File: config.mk
export PLATFORM = sky130hd
export DESIGN_NAME = odo_fuel_tracker
export DESIGN_NICKNAME = d
export VERILOG_FILES = /design/src/rtl/odo_fuel_tracker.sv
export SDC_FILE = /design/constraint.sdc
export NUM_CORES = 1
export LEC_CHECK = 0
export BUFFER_PORTS_ARGS = -buffer_cell sky130_fd_sc_hd__clkbuf_2
export CAP_MARGIN = 10
export CORE_AREA = 4 4 148 114
export DETAILED_ROUTE_END_ITERATION = 6
export DIE_AREA = 0 0 152 118
export GPL_TIMING_DRIVEN = 0
export HOLD_SLACK_MARGIN = 0.12
export SYNTH_ARGS = -nofsm -noshare
export SYNTH_HDL_FRONTEND = slang
export SYNTH_SLANG_ARGS = --single-unit
File: constraint.sdc
create_clock -name clk -period 17.9 [get_ports clk]
set_input_delay 2.685 -clock clk [delete_from_list [all_inputs] [get_ports clk]]
set_output_delay 2.685 -clock clk [all_outputs]
set_load 0.01 [all_outputs]
File: src/rtl/odo_fuel_tracker.sv
// Vehicle-state integrator feeding the dashboard LCD: km odometer, fuel burn,
// refuel sequencing and side-brake debounce, all advanced on a slow tick.
module odo_fuel_tracker #(
  parameter int unsigned TICK_DIV     = 500_000,
  parameter int unsigned KM_UNITS     = 360_000,
  parameter int unsigned FUEL_KM      = 5,
  parameter int unsigned FUEL_INIT    = 100,
  parameter int unsigned REFUEL_TICKS = 20,
  parameter int unsigned DEB_TICKS    = 3,
  parameter int unsigned ODO_MAX      = 99_999
) (
  input  logic        clk,
  input  logic        rst,
  input  logic [7:0]  speed,
  input  logic        side_brake_sw,
  input  logic        refuel_req,
  output logic [31:0] odometer,
  output logic [7:0]  fuel,
  output logic        is_side_brake,
  output logic        fuel_empty,
  output logic        refueling
);

  localparam int unsigned TICK_W = (TICK_DIV > 1) ? $clog2(TICK_DIV) : 1;
  localparam int unsigned KM_W   = $clog2(FUEL_KM + 1);
  localparam int unsigned RF_W   = $clog2(REFUEL_TICKS + 1);
  localparam int unsigned DEB_W  = $clog2(DEB_TICKS + 1);
  localparam logic [7:0]  FUEL_FULL = 8'd100;
  localparam logic [7:0]  FUEL_RST  = (FUEL_INIT > 100) ? 8'd100 : 8'(FUEL_INIT);

  typedef enum logic [1:0] {S_DRIVE, S_EMPTY, S_REFUEL} state_t;

  state_t            state_q, state_d;
  logic [TICK_W-1:0] tick_cnt_q, tick_cnt_d;
  logic [1:0]        brake_sync_q, brake_sync_d;
  logic [1:0]        refuel_sync_q, refuel_sync_d;
  logic [DEB_W-1:0]  deb_cnt_q, deb_cnt_d;
  logic              is_side_brake_q, is_side_brake_d;
  logic [19:0]       acc_q, acc_d;
  logic [31:0]       odo_q, odo_d;
  logic [KM_W-1:0]   km_cnt_q, km_cnt_d;
  logic [RF_W-1:0]   rf_cnt_q, rf_cnt_d;
  logic [7:0]        fuel_q, fuel_d;
  logic              fuel_empty_q, fuel_empty_d;

  logic        tick;
  logic        refuel_ok;
  logic [7:0]  eff_speed;
  logic [20:0] acc_sum;
  logic        km_event;

  assign tick      = (tick_cnt_q == TICK_W'(TICK_DIV - 1));
  assign eff_speed = (fuel_q == 8'd0) ? 8'd0 : speed;
  assign refuel_ok = refuel_sync_q[1] && (speed == 8'd0) && is_side_brake_q
                     && (fuel_q < FUEL_FULL);

  always_ff @(posedge clk or posedge rst) begin
    if (rst) begin
      state_q         <= S_DRIVE;
      tick_cnt_q      <= '0;
      brake_sync_q    <= '0;
      refuel_sync_q   <= '0;
      deb_cnt_q       <= '0;
      is_side_brake_q <= 1'b0;
      acc_q           <= '0;
      odo_q           <= '0;
      km_cnt_q        <= '0;
      rf_cnt_q        <= '0;
      fuel_q          <= FUEL_RST;
      fuel_empty_q    <= (FUEL_RST == 8'd0);
    end else begin
      state_q         <= state_d;
      tick_cnt_q      <= tick_cnt_d;
      brake_sync_q    <= brake_sync_d;
      refuel_sync_q   <= refuel_sync_d;
      deb_cnt_q       <= deb_cnt_d;
      is_side_brake_q <= is_side_brake_d;
      acc_q           <= acc_d;
      odo_q           <= odo_d;
      km_cnt_q        <= km_cnt_d;
      rf_cnt_q        <= rf_cnt_d;
      fuel_q          <= fuel_d;
      fuel_empty_q    <= fuel_empty_d;
    end
  end

  always_comb begin
    tick_cnt_d      = tick ? '0 : tick_cnt_q + 1'b1;
    brake_sync_d    = {brake_sync_q[0], side_brake_sw};
    refuel_sync_d   = {refuel_sync_q[0], refuel_req};
    deb_cnt_d       = deb_cnt_q;
    is_side_brake_d = is_side_brake_q;
    acc_d           = acc_q;
    acc_sum         = {1'b0, acc_q} + {13'd0, eff_speed};
    km_event        = 1'b0;
    odo_d           = odo_q;
    km_cnt_d        = km_cnt_q;
    fuel_d          = fuel_q;
    if (tick) begin
      if (brake_sync_q[1] == is_side_brake_q) begin
        deb_cnt_d = '0;
      end else if (deb_cnt_q == DEB_W'(DEB_TICKS - 1)) begin
        is_side_brake_d = brake_sync_q[1];
        deb_cnt_d       = '0;
      end else begin
        deb_cnt_d = deb_cnt_q + 1'b1;
      end
      // Distance integrates only while driving; at most one km per tick.
      if (state_q == S_DRIVE) begin
        if (acc_sum >= 21'(KM_UNITS)) begin
          acc_d    = 20'(acc_sum - 21'(KM_UNITS));
          km_event = 1'b1;
        end else begin
          acc_d = acc_sum[19:0];
        end
      end
      if (km_event) begin
        odo_d = (odo_q == ODO_MAX) ? 32'd0 : odo_q + 32'd1;
        if (km_cnt_q == KM_W'(FUEL_KM - 1)) begin
          km_cnt_d = '0;
          fuel_d   = (fuel_q != 8'd0) ? fuel_q - 8'd1 : 8'd0;
        end else begin
          km_cnt_d = km_cnt_q + 1'b1;
        end
      end
      if (state_q == S_REFUEL && rf_cnt_q == RF_W'(REFUEL_TICKS - 1)
          && fuel_q < FUEL_FULL) begin
        fuel_d = fuel_q + 8'd1;
      end
    end
    fuel_empty_d = (fuel_d == 8'd0);
  end

  // Kept apart from the datapath block so it can depend on state_d without a loop.
  always_comb begin
    rf_cnt_d = rf_cnt_q;
    if (state_d != S_REFUEL) begin
      rf_cnt_d = '0;
    end else if (tick) begin
      rf_cnt_d = (rf_cnt_q == RF_W'(REFUEL_TICKS - 1)) ? '0 : rf_cnt_q + 1'b1;
    end
  end

  always_comb begin
    state_d = state_q;
    if (tick) begin
      case (state_q)
        S_DRIVE: begin
          if (refuel_ok)           state_d = S_REFUEL;
          else if (fuel_d == 8'd0) state_d = S_EMPTY;
        end
        S_EMPTY: begin
          if (refuel_ok) state_d = S_REFUEL;
        end
        S_REFUEL: begin
          if (!refuel_sync_q[1] || !is_side_brake_q || speed != 8'd0
              || fuel_d == FUEL_FULL) begin
            state_d = S_DRIVE;
          end
        end
        default: state_d = S_DRIVE;
      endcase
    end
  end

  always_comb begin
    refueling = (state_q == S_REFUEL);
  end

  assign odometer      = odo_q;
  assign fuel          = fuel_q;
  assign is_side_brake = is_side_brake_q;
  assign fuel_empty    = fuel_empty_q;

endmodule

==> results.toml, run 1 <==
[timing]
skew_ps = 11.5
finalMaxSlewViolations = 0
setup_viol = 0
relSlewSlack_pct = 30.8
rsz0062_at_grt = "no"
worst-slew-pin-transition_ps = 1030
period_share_pct = 43.3
post-route-min-period_ps = 7760
hold_viol = 0
finalSetupTns_ps = 0
fmax_ghz = 0.129
setup_ws_ps = 10140

[critical_path]
required_ps = 18120
crit_path_max_fanout = 7
worstSetupStartpointType = "input port"
crit_type = "input port to flip-flop"
r2r_start = "fuel[5]"
cp-startpoint = "speed[1]"
crit_arrival_ps = 7980
r2r_slack_ps = 10660
cp-end-kind = "flip-flop"

[die]
die_h_um = 118
rows = 39
initial_core_util_pct = 38.0
design.die.area_sq_um = 17900
core-area_sq_um = 15200
dieWidth_um = 152
ios = 55

[grt]
grt_pass1_vias = 4727
grt_pass1_wl_um = 24200
track_usage_pct = 16.2
antenna_found_initial = 0
grt_max_degree = 57
grt_overflow = 0

[routing]
firstDrtPassIters = 5
drtAntennaViolNets = 0
vias = 4983
drc = 0
viasPerCell = 5.39
totalWireLength_um = 14400
routedWlPerCell_um = 15.6
first_iter_violations = 285

[placement]
gp_congestion = 0.922
placed_area_sq_um = 6340
hpwl_um = 10900
port_buffers = 54
place_ws_ps = 9820

[cells_and_area]
diodes = 0
drive_gt1_share_pct = 13.1
fin_util_pct = 43.7
nets = 744
design_area_sq_um = 6650
area_growth_syn_to_layout_pct = 15.0

[yosys]
avgSynthCellArea_sq_um = 8.93
synth-edff-count = 0
synth_flop_cell = "dfrtp_1"
synthCells = 647
synthArstFlopShare_pct = 100
yosysWarnings = 0
ys_seq_elements = 97
synth_nets = 677
synth_area_sq_um = 5780
synth.distinct_cells = 64
seq_area_frac_synth_pct = 42.1

[cts]
cts_tree = "done"
cts-htree-levels = 3
root_buffer = "clkbuf_16"
cts.path.max_buffers = 2
cts_setup_buffers = 0
hold_buffers = 0
clkLatencyLatePin_ps = 350
cts_resized = 0
path_clk_slew_ps = 70
numCtsBuffers = 9
cts.sinks = 97

[min_path]
worstHoldStart = "brake_sync_q[0]"
hold_path_class = "flip-flop to flip-flop"

[run_status]
status = "finished clean"

[pwr]
ir_drop_uv = 35.8
leakage_nw = 2.94
p_per_area_nw_per_um2 = 66.4

[run]
cap_violations = 0
layer usage:
metal / global-route usage (%) / routed length [um]
met5: 0 / 0
met3: 4.59 / 774
met1: 22.7 / 7010
met4: 4.27 / 250
met2: 24.8 / 6390
cell families after synthesis:
| logic type | synth area share, % |
|---|---|
| and+or+nand+nor | 25.4 |
| buffers and inverters | 2.79 |
| DFF | 42.1 |
| muxes | 1.62 |
| adders and majority gates | 4.03 |
| AOI/OAI and AO/OA | 13.0 |
| xor gates and xnor gates | 11.1 |
final timing paths:
kind,end,cells past startpoint
max,rf_cnt_q[1],21
min in group asynchronous,odometer[31],2
max reg2reg,rf_cnt_q[1],23
min reg2reg,brake_sync_q[1],0
max in group asynchronous,fuel[5],3
min,brake_sync_q[1],0
cell type report:
type / count / area (sq um)
Clock buffer: 10 / 239
Multi-Input combinational cell: 509 / 3190
Clock inverter: 6 / 65.1
Timing Repair Buffer: 56 / 305
Sequential cell: 97 / 2430
Buffer: 15 / 63.8
Tap cell: 205 / 256
Inverter: 26 / 100
Fill cell: 1475 / 8580
critical path, stage by stage:
cell	delay (ps)
clkbuf_2	100
nand2_1	100
inv_1	60
ha_1	300
a211oi_2	260
o21ai_2	140
a2111oi_0	510
or4_4	240
ha_1	180
nand2_1	60
nor3_1	130
nand2_1	60
or3_1	380
a221o_1	410
o311ai_1	630
buf_4	260
nand2_1	200
mux2i_1	260
or4_4	540
a211oi_4	360
nor3b_1	110
synthesized netlist by cell type (all sizes together), types with 17 or more instances:
cell	count	area [sq um]
nor3	19	95.1
dfrtp	94	2350
ha	17	213
xnor2	48	420
nand4	18	113
o21ai	30	154
nand2	81	304
a21oi	27	139
nand3	31	155
nor2	72	270
inv	26	97.6
xor2	25	219
flip-flops by register name, summed over array words and instances (netlist names), 3 cells and up:
register    flops
acc_q          20
fuel            8
km_cnt_q        3
odometer       32
rf_cnt_q        5
tick_cnt_q     19
power breakdown:
group	switching, W	internal [W]
combinational	0.0000150	0.00000879
sequential	0.000000210	0.000220
clock	0.0000856	0.000112
total	0.000101	0.000341
cell usage in the layout (no fill, tap or decap), drive strengths merged, types with 25 or more instances in the layout:
cell,instances
xnor2,48
inv,27
nand2,81
nand3,31
clkbuf,77
a21oi,27
xor2,25
o21ai,30
nor2,72
dfrtp,94
per-stage QoR:
step / power (W) / hold WS (ps) / cells
2_1_floorplan: 0.000241 / 331 / 647
3_3_place_gp: 0.000247 / 333 / 906
3_5_place_dp: 0.000248 / 337 / 908
4_1_cts: 0.000449 / 371 / 924
5_1_grt: 0.000460 / 386 / 924
6_report: 0.000442 / 363 / 924
(Power assumes the default switching activity.)
==> inputs of run 2 (changes only) <==
ABC_AREA = 1   (was default)
CORE_AREA = 4 4 159 123   (was 4 4 148 114)
DIE_AREA = 0 0 163 127   (was 0 0 152 118)
clock period = 7.73 ns   (was 17.9 ns; I/O delays follow)
==> run 2 against run 1 <==
Effect of this change: synthesized cell count increased by 50%; combinational power increased to 2.6 times the previous value; sequential share of layout area decreased by 4.8 points; cell area increased by 15%; cell count increased by 39%; flip-flop and latch count unchanged; clock power increased by 130%; register-to-register slack got worse by 8500 ps; via count increased by 25%; total power increased by 130%; critical endpoint is now odometer[14]; highest routed layer unchanged.
==> results.toml, run 2 <==
[grt]
grt_overflow = 0
grt_pass1_wl_um = 28700
track_usage_pct = 17.0
antenna_found_initial = 0
grt_max_degree = 50
grt_pass1_vias = 5804

[routing]
first_iter_violations = 400
drc = 0
viasPerCell = 4.82
firstDrtPassIters = 5
drtAntennaViolNets = 0
routedWlPerCell_um = 13.1
vias = 6205
totalWireLength_um = 16900

[yosys]
synthArstFlopShare_pct = 100
avgSynthCellArea_sq_um = 6.95
yosys.area.top_type_share_pct = 34.9
synth_top_area_cell = "dfrtp_1"
synth_flop_cell = "dfrtp_1"
synth.distinct_cells = 50
ys_top_cells_by_count = "nand2_1 (228), inv_1 (169), nor2_1 (121), dfrtp_1 (94), nand3_1 (77)"
synth_area_leaders = "dfrtp_1 (35%), nand2_1 (13%), inv_1 (9.4%)"
yosysWarnings = 0
synthCells = 969
ys_seq_elements = 97
post-synth-top-count-cell = "nand2_1"
seq_area_frac_synth_pct = 36.1
synth_area_sq_um = 6740
synth-edff-count = 0
synth_nets = 999

[cells_and_area]
final_common_cell = "nand2_1"
multi_input_area_sq_um = 3600
layout_common_cells = "nand2_1 (228), inv_1 (168), nor2_1 (121), dfrtp_1 (94), nand3_1 (77)"
diodes = 0
seq_area_sq_um = 2430
largest_reg_flops = 32
nets = 1065
area_growth_syn_to_layout_pct = 13.5
fin_cells = 1287
drive_gt1_share_pct = 11.9
n_fill_cell = 1903

[cts]
clkLatencyLatePin_ps = 350
hold_buffers = 0
cts-htree-levels = 3
root_buffer = "clkbuf_16"
cts_resized = 0
numCtsBuffers = 9
cts_tree = "done"
cts_setup_buffers = 0
path_clk_slew_ps = 70
cts.sinks = 97
cts.path.max_buffers = 2

[critical_path]
crit_path_max_fanout = 10
required_ps = 7970
r2r_start = "fuel[2]"
cp-end-kind = "flip-flop"
cpMaxStageDelayCell = "dfstp_2"
slowest_delay_ps = 540
crit_arrival_ps = 5830
crit_type = "flip-flop to flip-flop"
worstSetupStartpointType = "flip-flop"
cp-startpoint = "fuel[2]"

[timing]
worst-slew-pin-transition_ps = 937
worst_hold_slack_ps = 354
rsz0062_at_grt = "no"
finalSetupTns_ps = 0
skew_ps = 13.4
hold_viol = 0
relSlewSlack_pct = 37.3
finalMaxSlewViolations = 0
period_share_pct = 72.3
post-route-min-period_ps = 5590
setup_viol = 0
fmax_ghz = 0.179

[min_path]
worstHoldStart = "brake_sync_q[0]"
hold_path_class = "flip-flop to flip-flop"

[pwr]
leakage_nw = 4.02
ir_drop_uv = 88.6
p_per_area_nw_per_um2 = 135

[placement]
port_buffers = 54
placed_cells = 1271
gp_congestion = 0.869
hpwl_um = 13100

[die]
design.die.area_sq_um = 20700
rows = 43
ios = 55
core-area_sq_um = 18100
die_h_um = 127
initial_core_util_pct = 37.3
dieWidth_um = 163

[run]
cap_violations = 0

[run_status]
status = "finished clean"
run 2: changes by cell type in the layout (fill, tap and decap cells not counted), moves of 6 or more:
cell / change
or3_1: -14
nor2_1: +49
nand3_1: +46
o21ai_0: +9
clkbuf_1: -6
nand2_1: +147
nand3_2: +7
inv_1: +143
a21oi_1: +14
xnor2_1: -41
nand2_2: +12
and3_1: -10
and2_1: -12
run 2: final timing paths:
kind	endpoint	slack [ps]	depth (start not counted)
min reg2reg	brake_sync_q[1]	350	0
max reg2reg	odometer[14]	2140	30
max	odometer[14]	2140	30
min in group asynchronous	tick_cnt_q[9]	890	2
min	brake_sync_q[1]	350	0
max in group asynchronous	fuel[2]	6140	3
run 2: final cells by class:
| cell class | count | share of cell area (%) |
|---|---|---|
| timing repair buffer | 55 | 3.89 |
| tap | 247 | 4.04 |
| clock buffer | 12 | 3.22 |
| clock inverter | 4 | 0.671 |
| buffer | 8 | 0.671 |
| inverter | 175 | 8.64 |
| multi-input combinational | 689 | 47.1 |
| sequential | 97 | 31.8 |
run 2: routing by layer:
metal  GRT usage (%)  wire length (um)  vias to the layer above
li1                -                 -                     3231
met1            25.9              8910                     2856
met2            25.0              7040                      111
met3            3.55               837                        7
met4            3.25               118                        0
met5               0                 0                        -
run 2: power by group:
group	internal, W	switching [W]
combinational	0.0000202	0.0000423
sequential	0.000509	0.00000111
clock	0.000261	0.000198
run 2: cell families after synthesis:
| group | Yosys count | synth area share [%] |
|---|---|---|
| flip-flops | 97 | 36.1 |
| AO/OA/AOI/OAI | 102 | 8.43 |
| multiplexers | 3 | 0.464 |
| AND/OR/NAND/NOR | 529 | 36.1 |
| adder cells (fa/ha/maj) | 18 | 3.45 |
| buffers and inverters | 183 | 10.5 |
| XOR/XNOR | 37 | 4.92 |
run 2: critical path: cells and delay by family (launching register included):
family | cells | cell delay [ps]
AND/OR/NAND/NOR | 17 | 2070
buffers and inverters | 7 | 1330
adder cells (fa/ha/maj) | 3 | 920
flip-flops | 1 | 540
XOR/XNOR | 1 | 410
AO/OA/AOI/OAI | 2 | 180
run 2: through the flow:
step | area (sq um) | setup WS (ps) | total power [W] | utilization [%]
finish | 7650 | 2140 | 0.00103 | 42.3
detailed placement | 7350 | 2130 | 0.000583 | 40.6
CTS | 7650 | 2100 | 0.00105 | 42.3
global route | 7650 | 1560 | 0.00107 | 42.3
global placement | 7320 | 2130 | 0.000580 | 40.5
floorplan | 6740 | 3320 | 0.000565 | -
==> inputs of run 3 (changes only) <==
ABC_AREA = 0   (was 1)
CORE_AREA = 4 4 148 114   (was 4 4 159 123)
DIE_AREA = 0 0 152 118   (was 0 0 163 127)
clock period = 4.75 ns   (was 7.73 ns; I/O delays follow)
==> run 3 against run 2 <==
Effect of this change: wire length is 1.9% lower; sequential power increased by 62%; core utilization grew 10 points; register-to-register slack got worse by 3000 ps; the flow now finishes with violations (negative setup slack).
==> results.toml, run 3 (synthesis results as in run 1) <==
[critical_path]
worstSetupStartpointType = "flip-flop"
required_ps = 4990
cp-end-kind = "flip-flop"
crit_type = "flip-flop to flip-flop"
crit_path_max_fanout = 8
crit_arrival_ps = 5870

[cts]
cts_tree = "done"
cts.sinks = 97
cts-htree-levels = 3
numCtsBuffers = 9
cts.path.max_buffers = 2
root_buffer = "clkbuf_16"
path_clk_slew_ps = 70
clkLatencyLatePin_ps = 360

[timing]
post-route-min-period_ps = 5630
finalSetupTns_ps = -27700
setup_viol = 64
finalMaxSlewViolations = 0
setup_ws_ps = -876
rsz0062_at_grt = "yes"
skew_ps = 11.0
worst-slew-pin-transition_ps = 930
relSlewSlack_pct = 37.4
fmax_ghz = 0.178
hold_viol = 0
period_share_pct = 118

[cells_and_area]
final_common_cell = "dfrtp_1"
largest_reg_flops = 32
area_growth_syn_to_layout_pct = 38.0
nets = 811
seq_area_sq_um = 2440
n_fill_cell = 1359
layout_common_cells = "dfrtp_1 (90), nand2_1 (69), nor2_1 (55), clkbuf_2 (54)"
multi_input_area_sq_um = 3860
design_area_sq_um = 7980
drive_gt1_share_pct = 32.7
diodes = 0

[die]
ios = 55
design.die.area_sq_um = 17900
rows = 39
initial_core_util_pct = 38.0
core-area_sq_um = 15200
dieWidth_um = 152
die_h_um = 118

[routing]
firstDrtPassIters = 5
totalWireLength_um = 16600
first_iter_violations = 466
drc = 0
drtAntennaViolNets = 0
routedWlPerCell_um = 16.7
viasPerCell = 5.41
vias = 5365

[placement]
port_buffers = 54
hpwl_um = 10900
gp_congestion = 0.867
placed_area_sq_um = 6440

[run]
cap_violations = 0

[grt]
grt_overflow = 0
grt_pass1_vias = 5158
grt_pass1_wl_um = 26900
track_usage_pct = 18.0
grt_max_degree = 53
antenna_found_initial = 0

[pwr]
seqPwrFrac_pct = 48.4
power_w = 0.00171
ir_drop_uv = 157
cellInternalPower_w = 0.00130
leakage_nw = 3.45
p_per_area_nw_per_um2 = 214
swShare_pct = 24.1
pwr-share-clk_pct = 44.3
switching_power_w = 0.000413
pwr-share-comb_pct = 7.3

[run_status]
status = "finished, violations left"
violations = "negative setup slack"

[min_path]
hold_path_class = "flip-flop to flip-flop"
==> run 3: area by class of cell <==
cell class	instances	share of cell area [%]
buffer	12	0.972
clock buffer	10	2.87
inverter	26	1.25
tap	205	3.22
timing repair buffer	126	11.9
clock inverter	6	0.910
sequential	97	30.5
multi-input combinational	509	48.4
==> run 3: worst max-delay path, cell delays in order, from the launching register on <==
cell      delay (ps)
dfrtp_2          410
or3_4            380
nor3_4           180
nand3b_1         110
buf_6            150
and2_1           160
ha_4             180
inv_1             70
fa_2             220
nand2b_4         150
a21oi_4           60
nor2_2           180
xnor2_2          160
ha_4             170
nand2_4           40
nor3_4           130
nand2_1           80
or3_4            380
a221o_1          370
o311a_1          380
o311a_1          310
a211o_1          280
or4_4            510
a211oi_4         220
buf_6            150
nor3b_2           50
==> run 3: metrics by stage <==
step           hold WS (ps)  instances  util (%)  setup slack, ps
2_1_floorplan           331        647         -             -683
3_3_place_gp            336        906      42.1            -1950
3_5_place_dp            335        907      42.3            -1920
4_1_cts                 351        976      50.3            -1180
5_1_grt                 360        991      52.4            -1030
6_report                350        991      52.4             -876
==> run 3: layer usage <==
| metal | up-vias | track usage, % | part of all wire [%] |
|---|---|---|---|
| met1 | 2623 | 26.3 | 48 |
| met4 | 0 | 4.55 | 1.2 |
| met3 | 26 | 4.01 | 4.9 |
| li1 | 2557 | - | - |
| met5 | - | 0 | 0 |
| met2 | 159 | 27.2 | 46 |
==> run 3: worst paths after layout <==
check,from,end,slack (ps),cells past startpoint
worst max-delay path,fuel[3],rf_cnt_q[0],-880,25
worst min-delay path,brake_sync_q[0],brake_sync_q[1],350,0
worst max register to register,fuel[3],rf_cnt_q[0],-880,25
worst min register to register,brake_sync_q[0],brake_sync_q[1],350,0
max in group asynchronous,rst,tick_cnt_q[7],3650,3
min in group asynchronous,rst,odometer[9],430,2
==> run 3: power by group through the flow <==
stage          sequential, W  combinational, W  clock (W)
2_1_floorplan       0.000844         0.0000685          0
3_3_place_gp        0.000844         0.0000900          0
3_5_place_dp        0.000844         0.0000950          0
4_1_cts             0.000828          0.000117   0.000777
5_1_grt             0.000827          0.000137   0.000813
6_report            0.000828          0.000125   0.000757
==> run 3: what timing repair did <==
action / CTS / global route
gates resized for setup: 123 / 51
gates cloned: 1 / 0
setup endpoints to repair: 65 / 65
pin swaps: 66 / 56
buffers inserted: 54 / 21
hold buffers: 0 / 0
